File: src/rtl/tile_pkg.sv
// Shared constants and types for the background tile capture/restore path.
package tile_pkg;
  localparam int TILE_DIM    = 20;
  localparam int TILE_PIXELS = 400;
  localparam int FB_W        = 160;
  localparam int FB_H        = 120;
  localparam int GRID_COLS   = 8;
  localparam int GRID_ROWS   = 6;

  typedef enum logic [1:0] {
    ST_IDLE   = 2'd0,
    ST_READ   = 2'd1,
    ST_DRAIN  = 2'd2,
    ST_FINISH = 2'd3
  } state_t;

  typedef struct packed {
    logic [2:0] gx;
    logic [2:0] gy;
  } cell_req_t;

  function automatic logic cell_in_range(logic [3:0] gx, logic [3:0] gy);
    return (gx < 4'(GRID_COLS)) && (gy < 4'(GRID_ROWS));
  endfunction
endpackage

File: src/rtl/fb_address_translator_160x120.sv
// Row-major framebuffer address: y*160 + x, built from shifts (160 = 128 + 32).
module fb_address_translator_160x120 (
  input  logic [7:0]  x,
  input  logic [6:0]  y,
  output logic [14:0] addr
);
  assign addr = {1'b0, y, 7'b0} + {3'b0, y, 5'b0} + {7'b0, x};
endmodule

File: src/rtl/tile_capture.sv
// Copies one 20x20 grid cell from the background framebuffer into the tile buffer.
module tile_capture
  import tile_pkg::*;
(
  input  logic        clk,
  input  logic        resetn,
  input  logic        start,
  input  logic [3:0]  grid_x,
  input  logic [3:0]  grid_y,
  output logic [14:0] fb_addr,
  input  logic [8:0]  fb_q,
  output logic [8:0]  tile_addr,
  output logic [8:0]  tile_data,
  output logic        tile_wren,
  output logic        busy,
  output logic        done,
  output logic        err
);
  state_t    state;
  cell_req_t req_q;
  logic [4:0] px, py;
  logic       last_px, last_py;
  logic [2:0] cell_gx, cell_gy;
  logic [4:0] nx, ny;
  logic [7:0] pix_x;
  logic [6:0] pix_y;
  logic [14:0] nxt_addr;

  assign last_px   = (px == 5'(TILE_DIM - 1));
  assign last_py   = (py == 5'(TILE_DIM - 1));
  assign tile_data = fb_q;

  // Address of the pixel read next cycle; in IDLE this is pixel 0 of the requested cell.
  always_comb begin
    cell_gx = req_q.gx;
    cell_gy = req_q.gy;
    nx      = last_px ? 5'd0 : px + 5'd1;
    ny      = last_px ? py + 5'd1 : py;
    if (state == ST_IDLE) begin
      cell_gx = grid_x[2:0];
      cell_gy = grid_y[2:0];
      nx      = 5'd0;
      ny      = 5'd0;
    end
  end

  assign pix_x = 8'(cell_gx) * 8'(TILE_DIM) + 8'(nx);
  assign pix_y = 7'(cell_gy) * 7'(TILE_DIM) + 7'(ny);

  fb_address_translator_160x120 u_xlat (
    .x    (pix_x),
    .y    (pix_y),
    .addr (nxt_addr)
  );

  always_ff @(posedge clk) begin
    if (!resetn) begin
      state     <= ST_IDLE;
      req_q     <= '0;
      px        <= '0;
      py        <= '0;
      fb_addr   <= '0;
      tile_addr <= '0;
      tile_wren <= 1'b0;
      busy      <= 1'b0;
      done      <= 1'b0;
      err       <= 1'b0;
    end else begin
      done <= 1'b0;
      err  <= 1'b0;
      case (state)
        ST_IDLE: begin
          if (start) begin
            if (cell_in_range(grid_x, grid_y)) begin
              req_q   <= '{gx: grid_x[2:0], gy: grid_y[2:0]};
              px      <= '0;
              py      <= '0;
              fb_addr <= nxt_addr;
              busy    <= 1'b1;
              state   <= ST_READ;
            end else begin
              done  <= 1'b1;
              err   <= 1'b1;
              state <= ST_FINISH;
            end
          end
        end
        ST_READ: begin
          // Write stage trails the read by one cycle to meet fb_q.
          tile_wren <= 1'b1;
          tile_addr <= 9'(py) * 9'(TILE_DIM) + 9'(px);
          if (last_px) begin
            px <= '0;
            if (last_py) begin
              state <= ST_DRAIN;
            end else begin
              py      <= py + 5'd1;
              fb_addr <= nxt_addr;
            end
          end else begin
            px      <= px + 5'd1;
            fb_addr <= nxt_addr;
          end
        end
        ST_DRAIN: begin
          tile_wren <= 1'b0;
          busy      <= 1'b0;
          done      <= 1'b1;
          state     <= ST_FINISH;
        end
        default: state <= ST_IDLE;
      endcase
    end
  end
endmodule

File: config.mk
export PLATFORM = sky130hd
export DESIGN_NAME = tile_capture
export DESIGN_NICKNAME = d
export VERILOG_FILES = /design/src/rtl/tile_pkg.sv /design/src/rtl/fb_address_translator_160x120.sv /design/src/rtl/tile_capture.sv
export SDC_FILE = /design/constraint.sdc
export NUM_CORES = 1
export LEC_CHECK = 0
export BUFFER_PORTS_ARGS = -buffer_cell sky130_fd_sc_hd__buf_2
export CAP_MARGIN = 10
export CELL_PAD_IN_SITES_DETAIL_PLACEMENT = 1
export CELL_PAD_IN_SITES_GLOBAL_PLACEMENT = 2
export CORE_ASPECT_RATIO = 1.2
export CORE_MARGIN = 3
export CORE_UTILIZATION = 37
export CTS_CLUSTER_SIZE = 16
export DETAILED_ROUTE_END_ITERATION = 16
export GPL_ROUTABILITY_DRIVEN = 0
export GPL_TIMING_DRIVEN = 0
export PLACE_DENSITY = 0.95
export SYNTH_ARGS = -nofsm -noshare
export SYNTH_HDL_FRONTEND = slang
export SYNTH_HIERARCHICAL = 1
export SYNTH_SLANG_ARGS = --single-unit
File: constraint.sdc
create_clock -name clk -period 6.15 [get_ports clk]
set_input_delay 1.5375 -clock clk [delete_from_list [all_inputs] [get_ports clk]]
set_output_delay 1.5375 -clock clk [all_outputs]
set_load 0.03 [all_outputs]
==> results of run 1 <==
-- worst paths after layout --
kind,start,endpoint
worst min register to register,tile_addr[3],tile_addr[3]
worst max register to register,state[0],fb_addr[14]
worst min-delay path,tile_addr[3],tile_addr[3]
worst max-delay path,grid_x[0],fb_addr[14]
-- cells by family after synthesis --
kind of cell,count (synthesis),synth area share (%)
multiplexers,14,4.425
flip-flops,46,27.84
XOR/XNOR,17,4.917
adder cells (fa/ha/maj),45,18.38
AO/OA/AOI/OAI,106,19.82
AND/OR/NAND/NOR,106,16.79
buffers and inverters,50,7.829
-- worst max-delay path, stage by stage --
cell	delay (ns)
buf_2	0.10
mux2_2	0.29
ha_1	0.31
ha_1	0.31
a21oi_1	0.25
nor2_1	0.12
xor2_1	0.18
inv_1	0.08
fa_1	0.48
inv_1	0.07
fa_1	0.45
a21o_1	0.21
nand3_1	0.11
a31oi_1	0.12
o21a_1	0.19
nand3_1	0.06
a21oi_1	0.07
-- power groups by stage --
stage | clock network [W] | logic, W | registers, W
3_3_place_gp | 0 | 0.000701 | 0.000366
4_1_cts | 0.000205 | 0.000728 | 0.000360
6_report | 0.000198 | 0.000724 | 0.000360
3_5_place_dp | 0 | 0.000722 | 0.000367
2_1_floorplan | 0 | 0.000486 | 0.000426
5_1_grt | 0.000216 | 0.000808 | 0.000365
-- layer usage --
metal  track usage, %  vias up  routed length (um)
li1                 -     1473                   -
met1            22.45     1435                3876
met3            2.533       13                 189
met5                0        -                   0
met2            34.78       42                4858
met4            6.263        0                 174
-- placed cells by master, fill, tap and decap left out, drive strengths merged, types with 7 or more instances in the layout --
cell / instances
buf: 68
dfxtp: 46
a21oi: 41
ha: 39
o21ai: 29
nand3: 28
nor2: 22
nand2: 21
inv: 17
clkbuf: 17
mux2i: 9
xor2: 9
a21o: 7
xnor2: 7
nor2b: 7
-- metrics by stage --
step / hold slack (ns) / instance area, um2
after CTS: 0.4801 / 3776
after detailed placement: 0.4675 / 3685
after global routing: 0.5044 / 3776
after floorplan: 0.4513 / 3308
final: 0.4790 / 3776
after global placement: 0.4610 / 3685
-- registers in the layout, indices dropped and copies added, names as in the netlist --
register / flops
busy: 1
done: 1
err: 1
fb_addr: 15
px: 5
py: 5
req_q: 6
state: 2
tile_addr: 9
tile_wren: 1
-- cell type report --
type                    count  share of cell area [%]
plain buffers              32                   5.070
clock buffers               7                   2.286
clock inverters             1                  0.1325
inverters                  18                   1.789
multi-input cells         288                   56.36
flip-flops and latches     46                   24.39
well taps                 117                   3.877
repair buffers             46                   6.097
==> key figures, run 1 <==
Clock network
  – Post-CTS Resized: 0
  – CTS max path bufs: 2
  – CTS tree: built
  – Clk sinks: 46
  – Later-pin clock latency in the skew report: ~0.30 ns
  – Htree depth: 2
  – CTS root buf: clkbuf_8
  – Clock Pin Slew Worst Setup and Hold Paths: ~0.09 ns
  – CTS Hold Bufs: 0
  – Number of buffers created by CTS: 5
  – # Post-CTS Setup Buffers: 0

Yosys
  – Post-synthesis instance total: 384
  – Synth top area share: between 20% and 30%
  – Syn Area/Cell: ~8.6 um2
  – Async set-reset flop share out of synthesis: 0%
  – Cell type with the largest total area after synthesis: dfxtp_1
  – Net Count, Synth: approximately 450
  – Synth unique cells: 59
  – Top FF cell, synth: dfxtp_1
  – Flops & latches, synth: 46
  – Post-synth EDFFs: 0
  – Syn. warnings: 6
  – Most instantiated library cell after synthesis: dfxtp_1
  – Synth top area cells: dfxtp_1 (28%), ha_1 (15%), a21oi_1 (5.9%), nand3_1 (4.2%), o21ai_0 (4.1%)
  – Register area share after synthesis: between 20% and 30%
  – Top cells by instance count after synthesis: dfxtp_1 (46), a21oi_1 (39), ha_1 (39)
  – Syn Std Cell Area: ~0.0033 mm2

Floorplan
  – Core Footprint: just under 0.009 mm2
  – Initial Util: 38.21%
  – DIE WIDTH: 92.32 um
  – Die Y: approximately 110 um
  – I/O Pins: 57
  – # rows: 37
  – DIE AREA: slightly above 0.01 mm2

Timing
  – Final worst path period share: between 70% and 80%
  – Setup TNS: 0 ns
  – Relative slew slack: between 50% and 60%
  – Final Hold Fails: 0
  – Unrepaired setup endpoints after global routing: no
  – Fmax: approximately 210 MHz
  – Final setup vio count: 0
  – Slew @ Worst Pin: 0.6161 ns
  – Min cycle time layout: around 4.8 ns
  – PnR worst setup slack: between 1 and 1.5 ns
  – Final count of pins violating max slew: 0
  – Worst clock skew: between 0.01 and 0.015 ns

Critical path
  – CP required: roughly 6.3 ns
  – Crit Path Category: in -> reg
  – Reg2reg setup slack: 1.53 ns
  – CP Capture Type: flip-flop
  – Worst EP arrival: between 4 and 5 ns
  – Crit-path max FO: 3
  – Startpoint types: input pin
  – Worst R2R Path Depth: 19

Global route
  – First-pass GRT wire length: 15300 um
  – GRT Util Overall: between 10% and 20%
  – Largest net degree at the start of global routing: 14
  – Antenna violations before repair: 0
  – Vias in the first global route: between 3000 and 4000
  – GRT overflow: 0

Detailed routing
  – DRT Pass-1 Iters: 4
  – Remaining antenna violation count: 0
  – Routed WL: just over 9000 um
  – WL/cell: 16.39 um
  – Via-per-instance ratio: ~5.3
  – Routed vias: between 2000 and 3000
  – DR DRC count: 0
  – DRT iter0 DRCs: between 100 and 150

Placement
  – Dpl cells: around 550
  – Dpl hpwl: around 7100 um
  – Setup WS pre-CTS: around 1.0 ns
  – PortBufs: between 40 and 50

Pwr
  – Sw power: ~0.00057 W
  – PwrDens: 339.2 mW/mm2
  – Sw frac: between 40% and 50%
  – Pint: just over 0.0007 W
  – Combinational Power Share: ~56%
  – Sequential share of power: approximately 28%
  – VDD IR max: 242.7 uV
  – LEAKAGE: approximately 1.7 nW
  – Tot Pwr: between 0.001 and 0.0015 W
  – Clock group share of total power: 15.4%

Min path
  – Hold-critical path depth: 2
  – Worst hold path class: reg -> reg

Cells and area
  – Area delta synth->final: 14.15%
  – Fillers: about 1100
  – Area of the multi-input gates: between 0.002 and 0.0025 mm2
  – Register Area: approximately 900 um2
  – Layout cells sized above 1: ~21%
  – Layout Cells excl Fill: between 500 and 600
  – Post-layout util: a little over two fifths
  – Ant. Diodes: 0
  – Fin nets: around 500

Run status
  – Status: finished clean

Flow run
  – Max cap viols: 0
No activity file was read; power rests on OpenSTA's default activity.
==> inputs of run 2 (changes only) <==
--- a/config.mk
+++ b/config.mk
@@ -11,12 +11,12 @@
 export CELL_PAD_IN_SITES_GLOBAL_PLACEMENT = 2
 export CORE_ASPECT_RATIO = 1.2
 export CORE_MARGIN = 3
-export CORE_UTILIZATION = 37
+export CORE_UTILIZATION = 31
 export CTS_CLUSTER_SIZE = 16
 export DETAILED_ROUTE_END_ITERATION = 16
 export GPL_ROUTABILITY_DRIVEN = 0
 export GPL_TIMING_DRIVEN = 0
-export PLACE_DENSITY = 0.95
+export PLACE_DENSITY = 0.86
 export SYNTH_ARGS = -nofsm -noshare
 export SYNTH_HDL_FRONTEND = slang
 export SYNTH_HIERARCHICAL = 1
==> constraint.sdc (replaced) <==
create_clock -name clk -period 3.9 [get_ports clk]
set_input_delay 0.975 -clock clk [delete_from_list [all_inputs] [get_ports clk]]
set_output_delay 0.975 -clock clk [all_outputs]
set_load 0.03 [all_outputs]
==> key figures, run 2 (synthesis gave the netlist of run 1 again) <==
Floorplan
  – Initial Util: 32.40% (was 38.21%)
  – I/O Pins: 57 (unchanged)
  – DIE AREA: 0.01195 mm2 (was 0.01012 mm2)
  – # rows: 40 (was 37)
  – Die Y: 119.2 um (was 109.6 um)
  – DIE WIDTH: 100.3 um (was 92.32 um)
  – Core Footprint: 0.01021 mm2 (was 0.008657 mm2)

Timing
  – Final worst path period share: between 90 and 100%
  – Min cycle time layout: a little under 4 ns
  – Final hold slack: 0.4803 ns (was 0.4790 ns)
  – Setup TNS: 0 ns (unchanged)
  – Relative slew slack: 50.45% (was 58.92%)
  – Fmax: between 200 and 300 MHz
  – Final count of pins violating max slew: 0 (unchanged)
  – Unrepaired setup endpoints after global routing: yes (was no)
  – Final Hold Fails: 0 (unchanged)
  – Final setup vio count: 0 (unchanged)
  – Slew @ Worst Pin: 0.7432 ns (was 0.6161 ns)
  – Worst clock skew: 0.005632 ns (was 0.01260 ns)

Critical path
  – Crit Path Category: in -> reg (unchanged)
  – CP Capture Type: flip-flop (unchanged)
  – Worst EP arrival: 4.02 ns (was 4.96 ns)
  – CP required: 4.05 ns (was 6.31 ns)
  – Crit-path max FO: 2 (was 3)
  – Startpoint types: input pin (unchanged)

Pwr
  – PwrDens: 591.3 mW/mm2 (was 339.2 mW/mm2)
  – Tot Pwr: 0.002486 W (was 0.001281 W)
  – LEAKAGE: 1.807 nW (was 1.710 nW)
  – VDD IR max: 242.1 uV (was 242.7 uV)

Cells and area
  – Biggest register: fb_addr (unchanged)
  – Most frequent cells in the layout: buf_2 (52), dfxtp_1 (38), a21oi_1 (35) (was buf_2 (53), dfxtp_1 (46), a21oi_1 (39), ha_1 (39), nand3_1 (28))
  – Ant. Diodes: 0 (unchanged)
  – Fin nets: 516 (was 502)
  – Layout Cells excl Fill: 578 (was 555)
  – Area delta synth->final: 27.08% (was 14.15%)
  – Largest register FFs: 15 (unchanged)
  – Biggest regs: fb_addr: 15 flops, tile_addr: 9 flops, req_q: 6 flops (unchanged)
  – Leading cell type in the layout, fill and taps excluded: buf_2 (unchanged)
  – Layout cells sized above 1: 32.08% (was 20.78%)
  – Fillers: 1221 (was 1068)

Clock network
  – Clk sinks: 46 (unchanged)
  – CTS tree: built (unchanged)
  – Number of buffers created by CTS: 5 (unchanged)
  – Later-pin clock latency in the skew report: 0.29 ns (was 0.30 ns)
  – CTS max path bufs: 2 (unchanged)
  – CTS Hold Bufs: 0 (unchanged)
  – Htree depth: 2 (unchanged)
  – Clock Pin Slew Worst Setup and Hold Paths: 0.06 ns (was 0.09 ns)
  – CTS root buf: clkbuf_16 (was clkbuf_8)

Detailed routing
  – Routed vias: 3067 (was 2963)
  – DRT iter0 DRCs: 66 (was 121)
  – DR DRC count: 0 (unchanged)
  – Via-per-instance ratio: 5.306 (was 5.339)
  – Remaining antenna violation count: 0 (unchanged)
  – DRT Pass-1 Iters: 4 (unchanged)
  – WL/cell: 17.46 um (was 16.39 um)
  – Routed WL: 10090 um (was 9099 um)

Placement
  – PortBufs: 46 (unchanged)
  – Dpl hpwl: 7218 um (was 7066 um)
  – Dpl cells: 556 (was 547)

Global route
  – GRT overflow: 0 (unchanged)
  – First-pass GRT wire length: 16280 um (was 15300 um)
  – Vias in the first global route: 3321 (was 3159)
  – Antenna violations before repair: 0 (unchanged)
  – GRT Util Overall: 16.94% (was 18.84%)
  – Largest net degree at the start of global routing: 15 (was 14)

Min path
  – Worst hold path class: reg -> reg (unchanged)

Flow run
  – Max cap viols: 0 (unchanged)

Run status
  – Status: finished clean (unchanged)
run 2: cell types whose count changed in the layout (fill, tap and decap cells not counted), sizes merged:
| cell | change |
|---|---|
| buf | +15 |
| clkbuf | -2 |
| bufinv | +1 |
| clkinv | -1 |
| clkinvlp | +1 |
run 2: through the flow:
| stage | worst slack (ns) | util [%] | instance area, um2 |
|---|---|---|---|
| after global placement | -0.3467 | 36.26 | 3702 |
| after detailed placement | -0.5119 | 36.26 | 3702 |
| after global routing | -0.1295 | 41.18 | 4204 |
| after floorplan | 0.008578 | - | 3314 |
| after CTS | 0.006684 | 39.53 | 4036 |
| final | 0.02352 | 41.18 | 4204 |
run 2: area by class of cell:
cell class	count	area [um2]	share of cell area [%]
tap	126	157.7	3.750
sequential	46	933.4	22.20
buffer	32	209.0	4.970
inverter	18	67.56	1.607
timing repair buffer	60	335.3	7.976
clock inverter	2	37.54	0.8929
clock buffer	6	128.9	3.065
multi-input combinational	288	2335	55.54
run 2: path summary, 6_finish.rpt:
kind / startpoint / end / slack [ns] / cells after the start
worst max-delay path: grid_x[0] / fb_addr[14] / 0.02 / 18
worst min-delay path: fb_addr[9] / fb_addr[9] / 0.48 / 2
worst max register to register: state[1] / fb_addr[14] / 0.05 / 20
worst min register to register: fb_addr[9] / fb_addr[9] / 0.48 / 2
run 2: report_power, final:
group,total [W],internal [W],switching (W)
combinational,0.00142,0.000608,0.000811
clock,0.000494,0.000303,0.000191
sequential,0.000572,0.000536,0.0000353
total,0.00249,0.00145,0.00104
run 2: what timing repair did:
action | in CTS | in global routing
gates resized for setup | 30 | 25
pin swaps | 8 | 8
endpoints found under the setup margin | 8 | 6
buffers inserted | 5 | 9
hold endpoints to repair | 0 | 0
run 2: per-layer routing:
layer | global-route usage [%] | vias up | wire length [um]
met5 | 0 | - | 0
met4 | 6.318 | 0 | 325
met3 | 3.105 | 19 | 281
met2 | 31.30 | 50 | 5333
met1 | 18.87 | 1497 | 4149
li1 | - | 1501 | -
run 2: critical path, stage by stage:
cell     delay [ns]
buf_2          0.10
mux2_4         0.29
ha_4           0.18
ha_4           0.17
ha_4           0.27
nand2_1        0.06
nor2_2         0.10
xor2_1         0.16
inv_1          0.07
fa_1           0.49
inv_2          0.06
fa_2           0.34
a21o_1         0.22
nand3_2        0.12
a31oi_4        0.11
o21a_1         0.19
nand3_1        0.07
a21oi_1        0.07
==> inputs of run 3 (changes only) <==
--- a/config.mk
+++ b/config.mk
@@ -10,7 +10,7 @@
 export CELL_PAD_IN_SITES_DETAIL_PLACEMENT = 1
 export CELL_PAD_IN_SITES_GLOBAL_PLACEMENT = 2
 export CORE_ASPECT_RATIO = 1.2
-export CORE_MARGIN = 3
+export CORE_MARGIN = 10
 export CORE_UTILIZATION = 31
 export CTS_CLUSTER_SIZE = 16
 export DETAILED_ROUTE_END_ITERATION = 16
==> key figures, run 3 (synthesis gave the netlist of run 1 again) <==
Pwr
  – VDD IR max: 242.6 uV (was 242.1 uV)
  – LEAKAGE: 1.807 nW (about the same)
  – PwrDens: 604.4 mW/mm2 (was 591.3 mW/mm2)

Floorplan
  – I/O Pins: 57 (unchanged)
  – DIE WIDTH: 114.3 um (was 100.3 um)
  – Core Footprint: 0.01047 mm2 (was 0.01021 mm2)
  – DIE AREA: 0.01522 mm2 (was 0.01195 mm2)
  – # rows: 41 (was 40)
  – Die Y: 133.2 um (was 119.2 um)
  – Initial Util: 31.61% (was 32.40%)

Timing
  – Final count of pins violating max slew: 0 (unchanged)
  – Final hold slack: 0.4802 ns (was 0.4803 ns)
  – Relative slew slack: 56.07% (was 50.45%)
  – Min cycle time layout: 3.916 ns (was 3.876 ns)
  – Slew @ Worst Pin: 0.6590 ns (was 0.7432 ns)
  – Final worst path period share: 100.4% (was 99.40%)
  – PnR worst setup slack: -0.01575 ns (was 0.02352 ns)
  – Setup TNS: -0.01575 ns (was 0 ns)
  – Final Hold Fails: 0 (unchanged)
  – Unrepaired setup endpoints after global routing: yes (unchanged)
  – Final setup vio count: 1 (was 0)
  – Worst clock skew: 0.004464 ns (was 0.005632 ns)
  – Fmax: 255.4 MHz (was 258.0 MHz)

Critical path
  – Slowest CP cell: fa_1 (unchanged)
  – Worst EP arrival: 4.07 ns (was 4.02 ns)
  – Crit-path max FO: 2 (unchanged)
  – WP buf/inv: 3 (unchanged)
  – Crit Path Category: in -> reg (unchanged)
  – Worst-path cell chain: buf_6 > mux2_4 > ha_4 > ha_4 > ha_4 > nand2_2 > nor2_2 > xor2_1 > inv_1 > fa_1 > inv_2 > fa_2 > a21o_1 > nand3_2 > a31oi_4 > o21a_1 > nand3_1 > a21oi_1 (was buf_2 > mux2_4 > ha_4 > ha_4 > ha_4 > nand2_1 > nor2_2 > xor2_1 > inv_1 > fa_1 > inv_2 > fa_2 > a21o_1 > nand3_2 > a31oi_4 > o21a_1 > nand3_1 > a21oi_1)
  – CP required: 4.05 ns (about the same)
  – Max incr delay on CP: 0.52 ns (was 0.49 ns)
  – Startpoint types: input pin (unchanged)
  – Cell family with most CP delay: adder cells (unchanged)
  – CP Capture Type: flip-flop (unchanged)
  – Reg2reg setup slack: 0.01 ns (was 0.05 ns)
  – Most used cell along the critical path: ha_4 (unchanged)

Min path
  – Worst hold path class: reg -> reg (unchanged)

Detailed routing
  – DR DRC count: 0 (unchanged)
  – DRT Pass-1 Iters: 4 (unchanged)
  – Remaining antenna violation count: 0 (unchanged)
  – Routed WL: 10390 um (was 10090 um)
  – Routed vias: 3072 (was 3067)
  – WL/cell: 17.97 um (was 17.46 um)
  – DRT iter0 DRCs: 58 (was 66)
  – Via-per-instance ratio: 5.315 (was 5.306)

Global route
  – Largest net degree at the start of global routing: 15 (unchanged)
  – GRT overflow: 0 (unchanged)
  – Met1 Use GR: 13.98% (was 18.87%)
  – Antenna violations before repair: 0 (unchanged)
  – Vias in the first global route: 3301 (was 3321)
  – GR met2 Demand/Resource: 25.38% (was 31.30%)
  – Met3 usage: 3.145% (was 3.105%)
  – Busiest grt layer: met2 (unchanged)
  – GRT Util Overall: 13.47% (was 16.94%)
  – First-pass GRT wire length: 16770 um (was 16280 um)

Clock network
  – Htree depth: 2 (unchanged)
  – CTS tree: built (unchanged)
  – CTS root buf: clkbuf_16 (unchanged)
  – Number of buffers created by CTS: 5 (unchanged)
  – Clk sinks: 46 (unchanged)
  – Later-pin clock latency in the skew report: 0.30 ns (was 0.29 ns)
  – CTS max path bufs: 2 (unchanged)
  – Clock Pin Slew Worst Setup and Hold Paths: 0.06 ns (about the same)

Cells and area
  – Biggest regs: fb_addr: 15 flops, tile_addr: 9 flops, req_q: 6 flops (unchanged)
  – Fin nets: 513 (was 516)
  – Layout cells sized above 1: 31.40% (was 32.08%)
  – Fillers: 1264 (was 1221)
  – Biggest register: fb_addr (unchanged)
  – Largest register FFs: 15 (unchanged)
  – Post-Layout Inst Area: 0.004214 mm2 (was 0.004204 mm2)
  – Layout Cells excl Fill: 578 (unchanged)
  – Most frequent cells in the layout: buf_2 (50), dfxtp_1 (39), a21oi_1 (34) (was buf_2 (52), dfxtp_1 (38), a21oi_1 (35))
  – Ant. Diodes: 0 (unchanged)
  – Area delta synth->final: 27.38% (was 27.08%)
  – Leading cell type in the layout, fill and taps excluded: buf_2 (unchanged)

Placement
  – PortBufs: 46 (unchanged)
  – Dpl hpwl: 7595 um (was 7218 um)
  – Dpl cells: 559 (was 556)
  – Cell Area, Placed: 0.003706 mm2 (was 0.003702 mm2)

Run status
  – Violated checks: setup timing
  – Status: finished, violations left (was finished clean)

Flow run
  – Max cap viols: 0 (unchanged)
## run 3: through the flow
stage	utilization (%)	worst slack, ns	total power, W
after floorplan	-	0.008578	0.001440
after CTS	38.27	-0.002617	0.002362
after detailed placement	35.41	-0.4443	0.001730
after global placement	35.41	-0.3594	0.001692
final	40.27	-0.01575	0.002547
after global routing	40.27	-0.1326	0.002726
## run 3: layer usage
layer,share of wire (%),vias to the layer above
li1,-,1494
met4,1.0,0
met3,3.9,9
met5,0,-
met1,39,1524
met2,56,45
## run 3: final timing paths
path,cells past startpoint,end,startpoint
min reg2reg,2,fb_addr[11],fb_addr[11]
min,2,fb_addr[11],fb_addr[11]
max reg2reg,20,fb_addr[14],state[0]
max,18,fb_addr[14],grid_x[2]
## run 3: power breakdown
part	total (W)	switching [W]	internal, W
Combinational	0.00148	0.000835	0.000648
Sequential	0.000574	0.0000361	0.000538
Clock	0.000489	0.000189	0.000300
Total	0.00255	0.00106	0.00149
## run 3: layout make-up
cell class	instances	area [um2]	area share [%]
multi-input combinational	288	2352	55.82
sequential	46	934.6	22.18
timing repair buffer	57	325.3	7.720
buffer	32	205.2	4.869
tap	129	161.4	3.830
clock buffer	5	125.1	2.969
inverter	18	70.07	1.663
clock inverter	3	40.04	0.9501
## run 3: worst min-delay path, stage by stage (launching register included)
cell and delay, ns:
dfxtp_1 0.30, o21ai_0 0.06, a21oi_1 0.06
## run 3: timing repair
action | in CTS | in global routing
endpoints found under the setup margin | 8 | 6
setup buffers | 5 | 6
pin swaps | 7 | 25
hold buffers | 0 | 0
resized for setup | 22 | 36
